## src/rtl/ctc_timer.sv

```systemverilog
// ---------------------------------------------------------------------------
// ctc_timer
// Memory-mapped countdown timer. The CPU loads a 32-bit tick count through
// timerValue and starts/stops it through controlReg. The counter decrements
// once every CLK_PER_TICK clocks and pulses interrupt for one cycle when it
// expires. In periodic mode it reloads and keeps running.
//
// Ports
//   clk         in   1   system clock, rising edge
//   reset       in   1   synchronous, active-high reset
//   timerValue  in   32  load bus; nonzero loads the timer, 0 = no load
//   controlReg  in   8   bit0 start, bit1 stop, bit2 periodic, bits7:3 unused
//   interrupt   out  1   registered one-cycle expiry pulse
// ---------------------------------------------------------------------------
module ctc_timer #(
    parameter int unsigned CLK_PER_TICK = 25000
) (
    input  logic        clk,
    input  logic        reset,
    input  logic [31:0] timerValue,
    input  logic [7:0]  controlReg,
    output logic        interrupt
);

    localparam int unsigned CW = 32;
    localparam logic [CW-1:0] PRESC_LAST = CW'(CLK_PER_TICK - 1);

    typedef enum logic {
        ST_IDLE = 1'b0,
        ST_RUN  = 1'b1
    } state_t;

    // Architectural state
    state_t          r_state;
    logic [CW-1:0]   r_count;
    logic [CW-1:0]   r_reload;
    logic [CW-1:0]   r_presc;
    logic            r_periodic;
    logic [1:0]      r_ctl_q;
    logic            r_irq;

    // Next-state values
    state_t          w_state_nxt;
    logic [CW-1:0]   w_count_nxt;
    logic [CW-1:0]   w_reload_nxt;
    logic [CW-1:0]   w_presc_nxt;
    logic            w_periodic_nxt;
    logic            w_irq_nxt;

    // Decoded bus events
    logic            w_load;
    logic            w_start_edge;
    logic            w_stop_edge;
    logic [CW-1:0]   w_count_eff;
    logic            w_unused_ctl;

    assign w_load       = |timerValue;
    assign w_start_edge = controlReg[0] & ~r_ctl_q[0];
    assign w_stop_edge  = controlReg[1] & ~r_ctl_q[1];
    // Count as seen by a start edge: a same-cycle load counts as already done
    assign w_count_eff  = w_load ? timerValue : r_count;
    assign w_unused_ctl = ^controlReg[7:3];

    assign interrupt = r_irq;

    // State register
    always_ff @(posedge clk) begin
        if (reset) begin
            r_state    <= ST_IDLE;
            r_count    <= '0;
            r_reload   <= '0;
            r_presc    <= '0;
            r_periodic <= 1'b0;
            r_ctl_q    <= 2'b00;
            r_irq      <= 1'b0;
        end else begin
            r_state    <= w_state_nxt;
            r_count    <= w_count_nxt;
            r_reload   <= w_reload_nxt;
            r_presc    <= w_presc_nxt;
            r_periodic <= w_periodic_nxt;
            r_ctl_q    <= controlReg[1:0];
            r_irq      <= w_irq_nxt;
        end
    end

    // Next-state logic: load, then stop/start, then prescaled countdown
    always_comb begin
        w_state_nxt    = r_state;
        w_count_nxt    = r_count;
        w_reload_nxt   = r_reload;
        w_presc_nxt    = r_presc;
        w_periodic_nxt = r_periodic;
        w_irq_nxt      = 1'b0;

        if (w_load) begin
            w_count_nxt  = timerValue;
            w_reload_nxt = timerValue;
            w_presc_nxt  = '0;
        end

        if (w_stop_edge) begin
            // Pause: count and prescaler keep their values
            w_state_nxt = ST_IDLE;
        end else if (w_start_edge && (w_count_eff != '0)) begin
            w_state_nxt    = ST_RUN;
            w_presc_nxt    = '0;
            w_periodic_nxt = controlReg[2];
        end else if (!w_load && (r_state == ST_RUN)) begin
            if (r_presc == PRESC_LAST) begin
                w_presc_nxt = '0;
                if (r_count == CW'(1)) begin
                    w_irq_nxt = 1'b1;
                    if (r_periodic) begin
                        w_count_nxt = r_reload;
                    end else begin
                        w_count_nxt = '0;
                        w_state_nxt = ST_IDLE;
                    end
                end else if (r_count != '0) begin
                    w_count_nxt = r_count - CW'(1);
                end
            end else begin
                w_presc_nxt = r_presc + CW'(1);
            end
        end
    end

endmodule

```

## config.mk

```make
export PLATFORM = sky130hd
export DESIGN_NAME = ctc_timer
export DESIGN_NICKNAME = d
export VERILOG_FILES = /design/src/rtl/ctc_timer.sv
export SDC_FILE = /design/constraint.sdc
export NUM_CORES = 1
export LEC_CHECK = 0
export CAP_MARGIN = 25
export CORE_MARGIN = 2
export CORE_UTILIZATION = 50
export DETAILED_ROUTE_END_ITERATION = 8
export PLACE_DENSITY = 0.7
export SLEW_MARGIN = 20
export SYNTH_ARGS = -nofsm -noshare
export SYNTH_HDL_FRONTEND = slang
export SYNTH_SLANG_ARGS = --single-unit
```

## constraint.sdc

```tcl
create_clock -name clk -period 3.2 [get_ports clk]
set_clock_uncertainty 0.05 [all_clocks]
set_input_delay 0.8 -clock clk [delete_from_list [all_inputs] [get_ports clk]]
set_output_delay 0.8 -clock clk [all_outputs]
set_load 0.05 [all_outputs]
```

==> results of run 1 <==
layout by cell type (no fill, tap or decap), types with 22 or more instances in the layout:
| cell | synthesis | final |
|---|---|---|
| sky130_fd_sc_hd__buf_4 | 5 | 38 |
| sky130_fd_sc_hd__xor2_1 | 29 | 29 |
| sky130_fd_sc_hd__nor4_1 | 22 | 22 |
| sky130_fd_sc_hd__nor2_1 | 82 | 81 |
| sky130_fd_sc_hd__dfxtp_1 | 101 | 101 |
| sky130_fd_sc_hd__clkdlybuf4s50_1 | 0 | 36 |
| sky130_fd_sc_hd__a21oi_1 | 44 | 44 |
| sky130_fd_sc_hd__a211oi_1 | 30 | 30 |
| sky130_fd_sc_hd__nor3_1 | 22 | 22 |
| sky130_fd_sc_hd__nand2_1 | 36 | 36 |
| sky130_fd_sc_hd__nand3_1 | 25 | 25 |
area by class of cell:
type                       instances  area [um^2]
multi-input combinational        469         3030
sequential                       101         2020
fill                             914         4070
clock inverter                     6         70.1
inverter                           5         18.8
clock buffer                      10          138
timing repair buffer              78          711
tap                              136          170
registers in the layout, summed over array words and instances, names as in the netlist:
| name | count |
|---|---|
| r_count | 32 |
| r_presc | 32 |
| r_reload | 32 |
| r_ctl_q | 2 |
| interrupt | 1 |
| r_periodic | 1 |
| r_state | 1 |
cells by family (layout without fill, tap and decap cells):
group / Yosys count / in the layout / synth area share
multiplexers: 5 / 5 / 0.00955
buffers and inverters: 41 / 99 / 0.0408
AO/OA/AOI/OAI: 153 / 153 / 0.212
XOR/XNOR: 46 / 46 / 0.0769
AND/OR/NAND/NOR: 262 / 262 / 0.267
adder cells (fa/ha/maj): 3 / 3 / 0.00717
flip-flops: 101 / 101 / 0.386
path summary, 6_finish.rpt:
path                                     start            to  cells past startpoint  slack, ns
worst max-delay path            timerValue[16]   r_count[17]                     10       0.40
worst min-delay path              r_reload[31]  r_reload[31]                      2       0.42
worst max register to register      r_count[0]   r_count[17]                      9       0.60
worst min register to register    r_reload[31]  r_reload[31]                      2       0.42
worst max-delay path: stages:
cell                              delay [ns]
sky130_fd_sc_hd__clkdlybuf4s50_1        0.42
sky130_fd_sc_hd__nor4_1                 0.33
sky130_fd_sc_hd__buf_4                  0.17
sky130_fd_sc_hd__nand4_1                0.08
sky130_fd_sc_hd__buf_4                  0.18
sky130_fd_sc_hd__nor2_4                 0.18
sky130_fd_sc_hd__and3_1                 0.30
sky130_fd_sc_hd__buf_12                 0.19
sky130_fd_sc_hd__nand2_1                0.21
sky130_fd_sc_hd__o2bb2ai_1              0.19
metrics by stage:
stage	total power (W)	hold WS, ns	area (um^2)	cells
2_1_floorplan	0.00152	0.386	5240	611
3_3_place_gp	0.00163	0.400	5950	789
3_5_place_dp	0.00164	0.415	5950	789
4_1_cts	0.00250	0.429	6160	805
5_1_grt	0.00258	0.452	6160	805
6_report	0.00248	0.423	6160	805
layer usage:
| metal | wire length, um | track usage |
|---|---|---|
| met2 | 6720 | 0.422 |
| met3 | 624 | 0.0454 |
| met4 | 338 | 0.104 |
| met1 | 5980 | 0.309 |
| met5 | 0 | 0 |
power groups by stage:
stage | Clock [W] | Sequential (W) | Combinational (W)
2_1_floorplan | 0 | 0.00137 | 0.000156
3_3_place_gp | 0 | 0.00138 | 0.000258
3_5_place_dp | 0 | 0.00138 | 0.000264
4_1_cts | 0.000880 | 0.00135 | 0.000265
5_1_grt | 0.000931 | 0.00136 | 0.000291
6_report | 0.000859 | 0.00135 | 0.000266
==> results list, run 1 <==
* Cells taking the most area after synthesis: sky130_fd_sc_hd__dfxtp_1 (39%), sky130_fd_sc_hd__nor2_1 (5.9%), sky130_fd_sc_hd__xor2_1 (4.8%)
- In this run the power density over the cells is 402 mW/mm^2.
- The routed design could run at a clock period as short as 2.80 ns.
* Data arrival, critical path: 3.06 ns
- Once layout is complete, the utilization of the core stands at 0.602.
- At the later pin of the worst-skew pair, clock insertion delay measures 0.38 ns.
- At the end of routability-driven placement, the weighted congestion stood at 0.869.
* Number of buffers inserted to repair setup after CTS: 0
- At the pin with the least slew margin, the transition time is 0.706 ns.
- By count the netlist is led by sky130_fd_sc_hd__dfxtp_1 (101), sky130_fd_sc_hd__nor2_1 (82), sky130_fd_sc_hd__a21oi_1 (44).
- Achievable Freq: 358 MHz
* Data required time at the worst endpoint: 3.46 ns
- Detailed-route wire length per cell: 17.0 um
- Chip width: 106 um
- After the first detailed-routing iteration, the DRC count stood at 355.
- Synthesis handed over a netlist of 611 instances.
- The biggest area contributor in the post-synthesis netlist is sky130_fd_sc_hd__dfxtp_1.
- Distinct cell type count of the synthesized netlist: 59
- The tool flagged a number of max-cap violations equal to 0.
- OpenSTA, run right after detailed placement, puts the worst setup slack at -0.0251 ns.
- Max Slew Vio Count: 0
* Number of buffers between clock root and the deepest sink: 2
- Total track usage: 0.249
- CTS clk-pin slew, worst paths: 0.10 ns
- Largest net degree at the start of global routing: 60
* Final setup viols: 0
- In this run the tightest slew margin relative to its limit is 0.529.
* PostCTS Resize Cnt: 0
- The via count of the first global-routing pass was 4693.
* Share of final-layout standard cells stronger than drive strength 1: 0.121
- H-Tree Level Count: 3
- The flow ran to the end, and the final reports show no timing, DRC or antenna violations.
- Switching power of the nets: 0.000653 W
- In this run, post-CTS hold repair placed 0 buffers.
- Summed over all failing endpoints, the final setup total negative slack is 0 ns.
- Initial antenna violation count: 0
- By startpoint and endpoint, the worst setup path is classified as input port to register.
- Num ports: 43
* Maximum VDD drop: 0.299 mV
- Cell Int Power: 0.00182 W
* # DRC: 0
* Share of flip-flops with an asynchronous set or reset: 0
* Avg Inst Size Synth: 8.57 um^2
* Die Y: 106 um
- The core region is 0.0102 mm^2.
- Vias per Instance: 6.13
* Pleak: 2.22 nW
* Share of the clock period used by the worst path: 0.874
* Num CTS Buffers: 9
- Net switching share of the total power: 0.264
- Total of flip-flops plus latches after synthesis: 101
- In this run the cell area of the synthesized design comes to 0.00524 mm^2.
* Dominant cell by count in the synthesized netlist: sky130_fd_sc_hd__dfxtp_1
* Fin. Hold Viols: 0
* Nature of the critical path endpoint: register
- First-pass GRT wire length: 22.5 mm
* Effective utilization at floorplan: 0.512
- Half-perimeter wire length of the detailed placement result: 9.69 mm
- Startpoint class of the critical path: input port
* Register area share after synthesis: 0.386
- Max Fanout on Critical Path: 23
* Part of the power in registers: 0.546
* Final wirelength: 13.7 mm
* Clock net sink count: 101
* Layout overhead on the synthesized area: 17.5%
* Prevailing post-synth register cell: sky130_fd_sc_hd__dfxtp_1
- CTS tree: done
- YS warnings: 0
- The min-delay analysis places its worst path in the category register to register.
- The final route contains 4935 vias.
- The tree is rooted in a sky130_fd_sc_hd__clkbuf_8.
- The worst path meets setup with 0.404 ns of slack.
- Die Area: 0.0113 mm^2
- Port Buffers: 37
* Combinational share of power: 0.107
- Setup repair after global routing left no endpoint under its margin.
- Proportion of netlist area held by the largest area contributor: 0.386
- Yosys mapped a number of flops with a built-in enable equal to 0.
- The count of nets left with antenna violations once routing finished came out at 0.
- The share of total power dissipated in the clock network is 0.347.
* Diodes inserted: 0
- In this run the core area contains 37 standard-cell rows.
* First-pass detailed-route iteration total: 4
- Counting every net in the synthesized netlist gives 656.
* Net count, final: 709
- Global routing finished with a remaining overflow of 0.
Note: power is estimated with default switching activity, not from simulation.
==> run 2: changes to the inputs <==
--- a/config.mk
+++ b/config.mk
@@ -9,7 +9,7 @@
 export CORE_MARGIN = 2
 export CORE_UTILIZATION = 50
 export DETAILED_ROUTE_END_ITERATION = 8
-export PLACE_DENSITY = 0.7
+export DONT_BUFFER_PORTS = 1
 export SLEW_MARGIN = 20
 export SYNTH_ARGS = -nofsm -noshare
 export SYNTH_HDL_FRONTEND = slang
==> results list, run 2 (synthesized netlist as in run 1, its figures left out) <==
- Max-capacitance violation count: 0 (unchanged)
- Chip width: 106 um (unchanged)
* # rows: 37 (unchanged)
- Num CTS Buffers: 9 (unchanged)
* Achievable Freq: 366 MHz (+2.2%)
- Share of final-layout standard cells stronger than drive strength 1: 0.0906 (-0.0305)
* Slew @ Worst Pin: 0.801 ns (+0.0944 ns)
- Total track usage: 0.252 (+0.00376)
- Result of the run: finished, final reports clean
- The top-level port count was 43 (unchanged).
- The worst path arrival time came to 2.95 ns (-0.11 ns).
- CTS clk-pin slew, worst paths: 0.09 ns (about the same)
- Post-Place Cells: 727 (-7.9%)
- Diodes inserted: 0 (unchanged)
* Detailed-route wire length per cell: 18.3 um (+7.9%)
- The starting density of the core came to 0.512 (unchanged).
- Post-layout minimum cycle time: 2.73 ns (-0.0613 ns)
- Most used cells in the layout excluding fill and tap cells: sky130_fd_sc_hd__dfxtp_1 (101), sky130_fd_sc_hd__nor2_1 (81), sky130_fd_sc_hd__a21oi_1 (44)
- Overall overflow remaining after global route: 0 (unchanged)
- Clock tree root buffer cell: sky130_fd_sc_hd__clkbuf_8
- The number of antenna violations at the first check in global routing was 0 (unchanged).
- The placed cell area came to 0.00537 mm^2 (-9.7%).
- Class of the tightest hold or removal check: register to register
- The number of buffers on the longest clock path was 2 (unchanged).
- Largest net degree at the start of global routing: 62 (+3.3%)
- Nature of the critical path endpoint: register
- Number of buffers inserted to repair setup after CTS: 0 (unchanged)
- Pleak: 1.95 nW (-12%)
- Worst Hold Slack: 0.415 ns (-0.00832 ns)
- The net count reported at finish is 647 (-8.7%).
- Startpoint class of the critical path: register
- Post-route cell area: 0.00558 mm^2 (-9.3%)
* Clock insertion delay at the later pin of the skew report: 0.38 ns (about the same)
- Hold-fix buffers at CTS: 0 (unchanged)
* Setup TNS: 0 ns (unchanged)
- Placer Congestion: 0.835 (-3.9%)
- The detailed-placement wirelength estimate is 9.40 mm (-2.9%).
* Port Buffers: 0 (-100%)
- Antenna viol nets, final: 0 (unchanged)
* Registers with the most flip-flops: r_count (32), r_presc (32), r_reload (32)
* Final wirelength: 13.6 mm (-0.39%)
- Number of vias in the routed layout: 4590 (-7.0%)
* Total power density per cell area: 429 mW/mm^2 (+6.6%)
* Die Y: 106 um (unchanged)
- The via count of the first global-routing pass was 4357 (-7.2%).
- Final setup viols: 0 (unchanged)
- The vias per cell came to 6.18 (+0.77%).
- Most frequent standard cell in the layout excluding fill and tap cells: sky130_fd_sc_hd__dfxtp_1
* Overall power consumption: 0.00239 W (-3.3%)
- From synthesis to final layout, the design area changed by 6.54%.
* Maximum VDD drop: 0.404 mV (+35%)
- Critical path class: register to register
- Starting DRC count in detailed routing: 227 (-36%)
- The clock sink count was 101 (unchanged).
- Data required time at the worst endpoint: 3.42 ns (-0.04 ns)
- The share of the cycle needed by the critical path after routing is 0.854 (-0.0192).
- The global-route wire length before repair came to 22.6 mm (+0.64%).
- First-pass detailed-route iteration total: 4 (unchanged)
- Relative slew slack: 0.461 (-0.0679)
* CTS tree: done
* Max Slew Vio Count: 0 (unchanged)
- Filler-free cell count of the finished design: 743 (-7.7%)
- The area enclosed by the die boundary is 0.0113 mm^2 (unchanged).
- Setup repair after global routing left no endpoint under its margin.
- H-Tree Level Count: 3 (unchanged)
- Fin. Hold Viols: 0 (unchanged)
- Max Fanout on Critical Path: 11 (-52%)
* # DRC: 0 (unchanged)
- The number of gates given a new drive strength after cts was 0 (unchanged).
- Standard cell core area: 0.0102 mm^2 (unchanged)
==> run 2: cell types whose count changed in the layout (fill, tap and decap cells not counted) <==
| cell | delta |
|---|---|
| sky130_fd_sc_hd__buf_2 | -1 |
| sky130_fd_sc_hd__buf_12 | -2 |
| sky130_fd_sc_hd__clkdlybuf4s50_1 | -36 |
| sky130_fd_sc_hd__clkbuf_8 | +2 |
| sky130_fd_sc_hd__clkinv_2 | +2 |
| sky130_fd_sc_hd__clkinv_4 | -2 |
| sky130_fd_sc_hd__inv_6 | -2 |
| sky130_fd_sc_hd__buf_4 | -23 |
==> run 2: final timing paths <==
check                from      endpoint  slack [ns]  cells past startpoint
max            r_count[0]   r_count[27]        0.47                      8
min          r_reload[31]  r_reload[31]        0.41                      2
max reg2reg    r_count[0]   r_count[27]        0.47                      8
min reg2reg  r_reload[31]  r_reload[31]        0.41                      2
==> run 2: critical path, stage by stage (launching register included) <==
cell	delay, ns
sky130_fd_sc_hd__dfxtp_1	0.38
sky130_fd_sc_hd__inv_1	0.08
sky130_fd_sc_hd__ha_1	0.19
sky130_fd_sc_hd__nor3b_2	0.41
sky130_fd_sc_hd__nand4_1	0.20
sky130_fd_sc_hd__or3_1	0.61
sky130_fd_sc_hd__a31o_2	0.33
sky130_fd_sc_hd__a221oi_1	0.27
sky130_fd_sc_hd__a311oi_1	0.09
==> run 2: layout make-up <==
cell class                 count  area, um^2
sequential                   101        2020
tap                          136         170
timing repair buffer          16         133
clock inverter                 4        45.0
inverter                       5        18.8
multi-input combinational    469        3030
clock buffer                  12         165
fill                        1004        4650
==> run 2: metal layers <==
layer / up-vias / track usage / wire, um
met3: 11 / 0.0687 / 724
met1: 2221 / 0.357 / 6760
met5: - / 0 / 0
met4: 0 / 0.0498 / 131
li1: 2259 / - / -
met2: 99 / 0.387 / 5990
==> run 2: report_power, final <==
part,internal [W],switching (W)
combinational,0.0000855,0.0000963
sequential,0.00130,0.0000472
clock,0.000422,0.000441
==> run 2: stage by stage <==
stage | worst slack [ns] | util
finish | 0.466 | 0.546
global route | 0.253 | 0.546
CTS | 0.489 | 0.546
detailed placement | 0.298 | 0.525
global placement | 0.322 | 0.525
floorplan | 0.762 | -
==> run 3: changes to the inputs <==
--- a/config.mk
+++ b/config.mk
@@ -9,7 +9,7 @@
 export CORE_MARGIN = 2
 export CORE_UTILIZATION = 50
 export DETAILED_ROUTE_END_ITERATION = 8
-export DONT_BUFFER_PORTS = 1
+export PLACE_DENSITY = 0.7
 export SLEW_MARGIN = 20
 export SYNTH_ARGS = -nofsm -noshare
 export SYNTH_HDL_FRONTEND = slang
==> results of run 3 <==
Final layout, timing and power as in run 1 (identical DEF).
